### src/rtl/param_calc_pkg.sv
// Shared types and constants for the switch calculator.
// No logic, so no latency.
// No flow control.
package param_calc_pkg;

    typedef enum logic [2:0] {
        OP_ADD = 3'd0,
        OP_SUB = 3'd1,
        OP_MUL = 3'd2,
        OP_AND = 3'd3,
        OP_OR  = 3'd4,
        OP_XOR = 3'd5,
        OP_SHL = 3'd6,
        OP_SHR = 3'd7
    } op_e;

    typedef struct packed {
        logic n;
        logic zf;
        logic c;
        logic v;
    } flags_t;

    localparam logic [6:0] SEG_BLANK = 7'h7F;

    localparam logic [1:0] DISP_RES_OP    = 2'b00;
    localparam logic [1:0] DISP_OPERANDS  = 2'b01;
    localparam logic [1:0] DISP_RES_FLAGS = 2'b10;
    localparam logic [1:0] DISP_OFF       = 2'b11;

endpackage

### src/rtl/param_calculator_if.sv
// Board-side signals of the calculator: switches, button, LEDs and digits.
// No logic, so no latency.
// No flow control; switches are sampled every clock.
interface param_calculator_if #(
    parameter int WIDTH = 4
);
    logic [WIDTH-1:0] Z;
    logic [WIDTH-1:0] Y;
    logic [1:0]       mode;
    logic             btn_change;
    logic [6:0]       segA;
    logic [6:0]       segB;
    logic [WIDTH-1:0] out;

    modport master (
        output Z, Y, mode, btn_change,
        input  segA, segB, out
    );

    modport slave (
        input  Z, Y, mode, btn_change,
        output segA, segB, out
    );
endinterface

### src/rtl/seven_seg_decoder.sv
// Hex digit to active-low seven-segment pattern (bit0=a .. bit6=g).
// Combinational, zero latency.
// No flow control.
module seven_seg_decoder (
    input  logic [3:0] hex,
    output logic [6:0] seg
);

    // Font lookup for digits 0-9 and A, b, C, d, E, F.
    always_comb begin
        seg = 7'h7F;
        case (hex)
            4'h0: seg = 7'h40;
            4'h1: seg = 7'h79;
            4'h2: seg = 7'h24;
            4'h3: seg = 7'h30;
            4'h4: seg = 7'h19;
            4'h5: seg = 7'h12;
            4'h6: seg = 7'h02;
            4'h7: seg = 7'h78;
            4'h8: seg = 7'h00;
            4'h9: seg = 7'h10;
            4'hA: seg = 7'h08;
            4'hB: seg = 7'h03;
            4'hC: seg = 7'h46;
            4'hD: seg = 7'h21;
            4'hE: seg = 7'h06;
            4'hF: seg = 7'h0E;
            default: seg = 7'h7F;
        endcase
    end

endmodule

### src/rtl/param_calculator.sv
// Switch calculator: debounced key steps through eight ALU ops, result to LEDs and digits.
// Operand/op change reaches out, flags and both digits one clock later.
// No backpressure; the key press is accepted once per debounced low period.
module param_calculator
    import param_calc_pkg::*;
#(
    parameter int WIDTH = 4,
    parameter int DEB_W = 4
) (
    input  logic              clk,
    input  logic              rst,
    param_calculator_if.slave bus
);

    localparam int MSB = WIDTH - 1;
    localparam logic [DEB_W-1:0] DEB_MAX = '1;

    logic             btn_s1;
    logic             btn_s2;
    logic [DEB_W-1:0] deb_cnt;
    logic             pressed;
    op_e              op_idx;

    logic [WIDTH:0]       sum_ext;
    logic [WIDTH:0]       diff_ext;
    logic [2*WIDTH-1:0]   prod;
    logic [2*WIDTH-1:0]   shl_ext;
    logic [2*WIDTH-1:0]   shr_ext;
    logic [WIDTH-1:0]     res;
    flags_t               flags_nxt;
    flags_t               flags;
    logic [3:0]           nib_a;
    logic [3:0]           nib_b;
    logic [6:0]           dec_a;
    logic [6:0]           dec_b;

    // Synchronise the key, count stable-low clocks and step the op once per press.
    always_ff @(posedge clk or posedge rst) begin
        if (rst) begin
            btn_s1  <= 1'b1;
            btn_s2  <= 1'b1;
            deb_cnt <= '0;
            pressed <= 1'b0;
            op_idx  <= OP_ADD;
        end else begin
            btn_s1 <= bus.btn_change;
            btn_s2 <= btn_s1;
            if (btn_s2) begin
                deb_cnt <= '0;
                pressed <= 1'b0;
            end else if (deb_cnt != DEB_MAX) begin
                deb_cnt <= deb_cnt + 1'b1;
            end else if (!pressed) begin
                pressed <= 1'b1;
                op_idx  <= op_e'(3'(op_idx) + 3'd1);
            end
        end
    end

    // Extended-width arithmetic so carries, borrows and shifted-out bits are visible.
    assign sum_ext  = {1'b0, bus.Z} + {1'b0, bus.Y};
    assign diff_ext = {1'b0, bus.Z} - {1'b0, bus.Y};
    assign prod     = {{WIDTH{1'b0}}, bus.Z} * {{WIDTH{1'b0}}, bus.Y};
    assign shl_ext  = {{WIDTH{1'b0}}, bus.Z} << bus.Y;
    assign shr_ext  = {bus.Z, {WIDTH{1'b0}}} >> bus.Y;

    // ALU result and flags for the current op.
    always_comb begin
        res          = '0;
        flags_nxt    = '0;
        case (op_idx)
            OP_ADD: begin
                res         = sum_ext[MSB:0];
                flags_nxt.c = sum_ext[WIDTH];
                flags_nxt.v = (bus.Z[MSB] == bus.Y[MSB]) && (sum_ext[MSB] != bus.Z[MSB]);
            end
            OP_SUB: begin
                res         = diff_ext[MSB:0];
                flags_nxt.c = diff_ext[WIDTH];
                flags_nxt.v = (bus.Z[MSB] != bus.Y[MSB]) && (diff_ext[MSB] != bus.Z[MSB]);
            end
            OP_MUL: begin
                res         = prod[MSB:0];
                flags_nxt.c = |prod[2*WIDTH-1:WIDTH];
                flags_nxt.v = |prod[2*WIDTH-1:WIDTH];
            end
            OP_AND: res = bus.Z & bus.Y;
            OP_OR:  res = bus.Z | bus.Y;
            OP_XOR: res = bus.Z ^ bus.Y;
            // Bit WIDTH of the extended shift is the last bit pushed past the top.
            OP_SHL: begin
                res         = shl_ext[MSB:0];
                flags_nxt.c = shl_ext[WIDTH];
            end
            // Bit WIDTH-1 of the extended shift is the last bit pushed past the bottom.
            OP_SHR: begin
                res         = shr_ext[2*WIDTH-1:WIDTH];
                flags_nxt.c = shr_ext[MSB];
            end
            default: res = '0;
        endcase
        flags_nxt.n  = res[MSB];
        flags_nxt.zf = (res == '0);
    end

    // Digit sources chosen from the same-cycle values that feed the result register.
    always_comb begin
        nib_a = 4'(res);
        nib_b = {1'b0, op_idx};
        case (bus.mode)
            DISP_OPERANDS: begin
                nib_a = 4'(bus.Z);
                nib_b = 4'(bus.Y);
            end
            DISP_RES_FLAGS: nib_b = flags_nxt;
            default: ;
        endcase
    end

    seven_seg_decoder u_dec_a (.hex(nib_a), .seg(dec_a));
    seven_seg_decoder u_dec_b (.hex(nib_b), .seg(dec_b));

    // Register result, flags and both digits together so they always agree.
    always_ff @(posedge clk or posedge rst) begin
        if (rst) begin
            bus.out  <= '0;
            flags    <= '0;
            bus.segA <= SEG_BLANK;
            bus.segB <= SEG_BLANK;
        end else begin
            bus.out <= res;
            flags   <= flags_nxt;
            if (bus.mode == DISP_OFF) begin
                bus.segA <= SEG_BLANK;
                bus.segB <= SEG_BLANK;
            end else begin
                bus.segA <= dec_a;
                bus.segB <= dec_b;
            end
        end
    end

endmodule

### src/flat_wrapper.sv
// flat-port wrapper written by rule: the top's interface ports become plain ports
module param_calculator_flat import param_calc_pkg::*;
#(
    parameter int WIDTH = 4,
    parameter int DEB_W = 4
)
  (clk, rst, bus_Z, bus_Y, bus_mode, bus_btn_change, bus_segA, bus_segB, bus_out);
  param_calculator_if #(.WIDTH(WIDTH)) bus_i ();
  input  logic clk;
  input  logic rst;
  input wire logic [$bits(bus_i.Z)-1:0] bus_Z;
  input wire logic [$bits(bus_i.Y)-1:0] bus_Y;
  input wire logic [$bits(bus_i.mode)-1:0] bus_mode;
  input wire logic [$bits(bus_i.btn_change)-1:0] bus_btn_change;
  output wire logic [$bits(bus_i.segA)-1:0] bus_segA;
  output wire logic [$bits(bus_i.segB)-1:0] bus_segB;
  output wire logic [$bits(bus_i.out)-1:0] bus_out;
  assign bus_i.Z = bus_Z;
  assign bus_i.Y = bus_Y;
  assign bus_i.mode = bus_mode;
  assign bus_i.btn_change = bus_btn_change;
  assign bus_segA = bus_i.segA;
  assign bus_segB = bus_i.segB;
  assign bus_out = bus_i.out;
  param_calculator #(.WIDTH(WIDTH), .DEB_W(DEB_W)) u_core (.clk(clk), .rst(rst), .bus(bus_i));
endmodule
### config.mk
export PLATFORM = sky130hd
export DESIGN_NAME = param_calculator_flat
export DESIGN_NICKNAME = d
export VERILOG_FILES = /design/src/rtl/param_calc_pkg.sv /design/src/rtl/param_calculator_if.sv /design/src/rtl/seven_seg_decoder.sv /design/src/rtl/param_calculator.sv /design/src/flat_wrapper.sv
export SDC_FILE = /design/constraint.sdc
export NUM_CORES = 1
export LEC_CHECK = 0
export CAP_MARGIN = 0
export CORE_MARGIN = 2
export CORE_UTILIZATION = 25
export CTS_CLUSTER_DIAMETER = 100
export DETAILED_ROUTE_END_ITERATION = 6
export HOLD_SLACK_MARGIN = 0.12
export PLACE_DENSITY = 0.4
export SETUP_SLACK_MARGIN = 0.3
export SKIP_CTS_REPAIR_TIMING = 1
export SYNTH_ARGS = -nofsm -noshare
export SYNTH_HDL_FRONTEND = slang
export SYNTH_HIERARCHICAL = 1
export SYNTH_SLANG_ARGS = --single-unit
### constraint.sdc
create_clock -name clk -period 6.1 [get_ports clk]
set_clock_uncertainty 0.1 [all_clocks]
set_input_delay 0.61 -clock clk [delete_from_list [all_inputs] [get_ports clk]]
set_output_delay 0.61 -clock clk [all_outputs]
set_load 0.05 [all_outputs]
==> reports/qor.txt, run 1 <==
RSZ-0062 raised after global routing = no
Yosys reg bits = 28
Clk_lat worst skew = 0.26 ns
Largest net degree at the start of global routing = 29
I/O Pins = 31
Mapped Area = 0.00293 sq mm
Count leader, synth = ha_1
P&R area growth vs syn = 18.2%
Clock sink count = 28
Simple-Gate Fraction of Synth Area = 16.5%
Min-delay src = u_core/btn_s1
Worst R2R Setup Slack = 2.14 ns
Core Rows = 39
Reg-to-Reg End = u_core/bus.segA[0]
DRT iter0 DRCs = 126
CTS root buf = clkbuf_16
Largest family of logic cells by synthesized area = adder cells
First-pass GRT wire length = 12,600 microns
Maximum clock path buffer count = 2
Post-DP Area = 0.00336 sq mm
Die Ht = 112 microns
Yosys cell types = 53
Reg2reg path depth = 14
Total grt overflow = 0
Core Region = 0.0114 sq mm
Die width = 112 microns
Hold Fails Final Rpt = 0
Max transition margin = 31.4%
WS Path Type = primary input to flop
Place WS = 0.714 ns
Vias in the first global route = 2,507
Clock H-tree levels = 1
Mux contribution to synthesized area = 5.08%
Setup Viol. Count Final = 0
Top cell type's share of synthesized area = 20.9%
Hold_ws = 0.257 ns
Fin crit period = 5.09 ns
Number of nets in the layout = 434
Area leader, netlist = ha_1
Clock-pin slew on the worst setup and hold paths = 0.07 ns
Setup crit start kind = primary input
Area contributors post-synth = ha_1, dfstp_2, dfrtp_1, nand2_1, inv_1
Commonest cells post-synth = ha_1, nand2_1, inv_1
Post-Synth Adder-Cell Area = 25.0%
CTS tree = built
Total inserted antenna cells = 0
TNS Setup = 0 ns
Syn_nets = 409
Crit share post-route = 83.5%
Fraction of registers with async set/reset = 100%
Drt pass-1 iters = 4
Worst r2r src = u_core/op_idx[2]
Drt via density = 4.81
DR WL/cell = 14.6 microns
Port-buffer cells = 30
Die ar. = 0.0126 sq mm
Final wirelength = 7420 microns
Filler instances = 1,231
Sequential area share after synthesis = 24.6%
Yosys Warn Count = 6
Final Wtd Congestion = 0.849
Fraction of layout cells with a size suffix above 1 = 12.9%
CP Data Required Time = 6.19 ns
Crit-path max FO = 10
Max-Cap Viols = 0
Worst setup margin = 1.01 ns
Hold endpoint = u_core/btn_s2
Gr usage total = 12.0%
DP HPWL = 5870 microns
EDFF count, synth = 0
Finished layout cell area = 0.00346 sq mm
Status = finished, final reports clean
Antenna violations before repair = 0
Tightest Pin Transition = 1.03 ns
Top_reg_cell synth = dfstp_2
Initial Util = 25.7%
Hold path depth = 0
Xor-xnor portion of the synthesized cell area = 2.39%
Worst IR Drop VDD = 0.138 mV
PwrDens = 210 mW/mm^2
Syn_area_per_cell = 8.59 sq um
Syn Inst Count = 341
Crit path capture type = flop
Slew Limit Fails = 0
Pleak = 1.53 nW
Post-synthesis compound-gate area fraction = 19.4%
Post-route ant nets = 0
Drc violations = 0
TritonCTS Buffers = 3
Via Count = 2,443
Worst Path Arrival = 5.18 ns
Worst hold path type = flop to flop
FMAX = 0.196 GHz
## worst max path at each step
stage                   from                 end  slack [ns]
floorplan           bus_Y[1]  u_core/bus.segB[3]        1.56
global placement    bus_Z[0]  u_core/bus.segB[3]        0.77
detailed placement  bus_Z[2]  u_core/bus.segB[3]        0.71
CTS                 bus_Z[2]  u_core/bus.segB[3]        0.98
global route        bus_Z[0]  u_core/bus.segB[3]        0.73
finish              bus_Z[2]  u_core/bus.segB[3]        1.01
## area by class of cell
type	instances	area (sq um)	share of cell area (%)
multi-input combinational	266	2000	57.9
sequential	28	721	20.8
timing repair buffer	34	330	9.54
tap	143	179	5.17
inverter	33	124	3.58
clock buffer	3	75.1	2.17
clock inverter	1	30.0	0.867
## metal layers
layer  wire length (microns)  vias up  share of wire, %  GRT usage [%]
met2                    3270       50                44           19.5
met5                       0        -                 0              0
li1                        -     1227                 -              -
met3                     189       12               2.5           1.24
met1                    3840     1154                52           17.2
met4                     123        0               1.7           2.85
## cells by family (layout without fill, tap and decap cells)
group,count (synthesis),after routing
simple gates,103,103
buf+inv,47,71
mux,13,13
xor+xnor,8,8
flops,28,28
fa+ha+maj,55,55
compound gates,87,87
## placed cells by master (no fill, tap or decap), drive strengths merged, types with 3 or more instances in the layout
| master | count |
|---|---|
| and2 | 3 |
| nor2 | 22 |
| or2 | 17 |
| a31oi | 4 |
| clkdlybuf4s50 | 30 |
| o221ai | 3 |
| o22ai | 5 |
| nand2b | 4 |
| nand3 | 11 |
| dfrtp | 12 |
| nor3 | 3 |
| a21boi | 3 |
| clkbuf | 3 |
| mux2i | 7 |
| xnor2 | 7 |
| dfstp | 16 |
| fa | 6 |
| mux2 | 5 |
| a21oi | 17 |
| o211ai | 5 |
| o21a | 3 |
| buf | 4 |
| nand2 | 36 |
| o21ai | 25 |
| a211oi | 4 |
| inv | 33 |
| ha | 49 |
## worst max-delay path, stage by stage
cell and delay (ns):
clkdlybuf4s50_1 0.72, nand2_1 0.12, fa_1 0.49, inv_1 0.05, fa_1 0.50, ha_1 0.31, a21o_1 0.16, a21oi_1 0.20
xnor2_1 0.14, o31a_1 0.19, a21oi_1 0.07, o221ai_1 0.50, inv_1 0.22, ha_1 0.34, nand2_1 0.08, a21oi_1 0.13
a31oi_1 0.05, or2_2 0.31
## where the power goes
part           internal, mW  switching (mW)  total [mW]  leakage, nW
clock network         0.130          0.0599       0.190       0.0511
logic                 0.116           0.192       0.308         1.16
registers             0.221         0.00845       0.229        0.324
## per-stage QoR
step	cells	total power [mW]	utilization (%)
2_1_floorplan	341	0.454	-
3_3_place_gp	504	0.544	29.4
3_5_place_dp	504	0.542	29.4
4_1_cts	508	0.737	30.3
5_1_grt	508	0.775	30.3
6_report	508	0.728	30.3
## flip-flops by register name, summed over array words and instances, names as in the netlist
signal / cells
u_core/bus.segA: 7
u_core/bus.segB: 7
u_core/bus.out: 4
u_core/deb_cnt: 4
u_core/op_idx: 3
u_core/btn_s1: 1
u_core/btn_s2: 1
u_core/pressed: 1
No activity file was read; power rests on OpenSTA's default activity.
==> run 2: changes to the inputs <==
==> constraint.sdc (replaced) <==
create_clock -name clk -period 4.8 [get_ports clk]
set_clock_uncertainty 0.1 [all_clocks]
set_input_delay 0.48 -clock clk [delete_from_list [all_inputs] [get_ports clk]]
set_output_delay 0.48 -clock clk [all_outputs]
set_load 0.05 [all_outputs]
==> run 2 against run 1 <==
- via count up 4.3%
- sequential power grew 27%
- cell count is 5.3% higher
==> reports/qor.txt, run 2 (same netlist as run 1, synthesis figures left out) <==
Worst IR Drop VDD = 0.184 mV (was 0.138 mV)
Crit share post-route = 84.2%
Final wirelength = 7630 microns (was 7420 microns)
Max-Cap Viols = 0 (unchanged)
Die Ht = 112 microns (unchanged)
Place WS = -0.0258 ns (was 0.714 ns)
Met1 global-route usage = 17.8% (was 17.2%)
CP cell instances = dlymetal6s2s_1, nand2_2, fa_1, inv_1, fa_1, ha_1, a21o_1, a21oi_2, xnor2_1, o31a_1, o31ai_2, o211ai_1, inv_1, ha_1, nand2_2, buf_4, o21ai_1, or2_2 (was clkdlybuf4s50_1, nand2_1, fa_1, inv_1, fa_1, ha_1, a21o_1, a21oi_1, xnor2_1, o31a_1, a21oi_1, o221ai_1, inv_1, ha_1, nand2_1, a21oi_1, a31oi_1, or2_2)
Post-DP Area = 0.00355 sq mm (was 0.00336 sq mm)
Status = finished, final reports clean (unchanged)
PwrDens = 242 mW/mm^2 (was 210 mW/mm^2)
DRT iter0 DRCs = 122 (was 126)
Worst hold path type = flop to flop (unchanged)
Placed insts = 530 (was 504)
Overall Power = 0.905 mW (was 0.728 mW)
Fin crit period = 4.04 ns
RSZ-0062 raised after global routing = no (unchanged)
Drt via density = 4.76 (was 4.81)
Final cell count without fillers = 535 (was 508)
Max transition margin = 31.4% (about the same)
First-pass GRT wire length = 13,000 microns (was 12,600 microns)
Clock-pin slew on the worst setup and hold paths = 0.07 ns (about the same)
Fraction of layout cells with a size suffix above 1 = 22.7% (was 12.9%)
DP HPWL = 6140 microns (was 5870 microns)
Core Rows = 39 (unchanged)
Hold path depth = 0 (unchanged)
Hold Fails Final Rpt = 0 (unchanged)
Worst Path Arrival = 4.13 ns (was 5.18 ns)
Antenna violations before repair = 0 (unchanged)
Crit path capture type = flop (unchanged)
Initial Util = 25.7% (unchanged)
Critical-path cell with the highest stage delay = fa_1 (was clkdlybuf4s50_1)
Clk_lat worst skew = 0.26 ns (about the same)
Largest net degree at the start of global routing = 29 (unchanged)
P&R area growth vs syn = 27.4% (was 18.2%)
Drt pass-1 iters = 4 (unchanged)
Commonest non-fill, non-tap cell in the layout = ha_1 (unchanged)
Total inserted antenna cells = 0 (unchanged)
CTS tree = built (unchanged)
Tightest Pin Transition = 1.03 ns (about the same)
Clock sink count = 28 (unchanged)
Pleak = 1.71 nW (was 1.53 nW)
Slew Limit Fails = 0 (unchanged)
Post-route ant nets = 0 (unchanged)
Commonest cells after routing, fill and taps aside = ha_1, nand2_1, inv_1 (unchanged)
Hold_ws = 0.257 ns (about the same)
Setup Viol. Count Final = 0 (unchanged)
Total grt overflow = 0 (unchanged)
I/O Pins = 31 (unchanged)
Max stage delay on crit path = 0.54 ns (was 0.72 ns)
TritonCTS Buffers = 3 (unchanged)
Fin util = 32.7% (was 30.3%)
DR WL/cell = 14.3 microns (was 14.6 microns)
Gr busiest metal = met2 (unchanged)
FMAX = 0.247 GHz
CTS root buf = clkbuf_16 (unchanged)
WS Path Type = primary input to flop (unchanged)
Filler instances = 1,235 (was 1,231)
Crit-path max FO = 4 (was 10)
Finished layout cell area = 0.00373 sq mm (was 0.00346 sq mm)
CP Data Required Time = 4.89 ns (was 6.19 ns)
Maximum clock path buffer count = 2 (unchanged)
Largest registers = u_core/bus.segA x7, u_core/bus.segB x7 (unchanged)
Drc violations = 0 (unchanged)
Met2 usage = 20.4% (was 19.5%)
GR Util met3 = 0.918% (was 1.24%)
Number of nets in the layout = 461 (was 434)
Core Region = 0.0114 sq mm (unchanged)
Top Family by Delay on Critical Path = adder cells (unchanged)
Vias in the first global route = 2,587 (was 2,507)
Clock H-tree levels = 1 (unchanged)
Setup crit start kind = primary input (unchanged)
CP Depth = 18 (unchanged)
Reg2reg path depth = 14 (unchanged)
Die ar. = 0.0126 sq mm (unchanged)
TNS Setup = 0 ns (unchanged)
Port-buffer cells = 30 (unchanged)
Worst setup margin = 0.757 ns (was 1.01 ns)
Die width = 112 microns (unchanged)
Gr usage total = 12.4% (was 12.0%)
Final Wtd Congestion = 0.857 (was 0.849)
Critical path buffers and inverters = 4 (was 3)
Via Count = 2,548 (was 2,443)
run 2: cell count changes in the layout (fill, tap and decap cells not counted), sizes merged:
cell | previous run | this run
bufinv | 1 | 0
clkbuf | 3 | 4
dlymetal6s2s | 0 | 7
buf | 4 | 31
clkdlybuf4s50 | 30 | 23
run 2: cell type report:
type                            count  area [sq um]  share of cell area [%]
Tap cell                          143           179                    4.79
Sequential cell                    28           721                    19.3
Multi-Input combinational cell    266          2070                    55.5
Inverter                           33           124                    3.32
Clock buffer                        4          78.8                    2.11
Timing Repair Buffer               61           558                    15.0
run 2: path summary, 6_finish.rpt:
path	slack [ns]	to	start
worst max-delay path	0.76	u_core/bus.segB[1]	bus_Z[0]
worst min-delay path	0.26	u_core/btn_s2	u_core/btn_s1
worst max register to register	1.07	u_core/bus.segA[3]	u_core/op_idx[2]
worst min register to register	0.26	u_core/btn_s2	u_core/btn_s1
max in group asynchronous	3.32	u_core/bus.out[0]	rst
min in group asynchronous	0.66	u_core/bus.out[3]	rst
run 2: power breakdown:
group	total, mW	switching [mW]	internal, mW
combinational	0.425	0.253	0.172
clock	0.190	0.0761	0.114
sequential	0.290	0.00955	0.280
run 2: per-layer routing:
layer  up-vias  wire length, microns
met3         8                   286
met5         -                     0
met1      1214                  3740
li1       1284                     -
met4         0                   104
met2        42                  3500
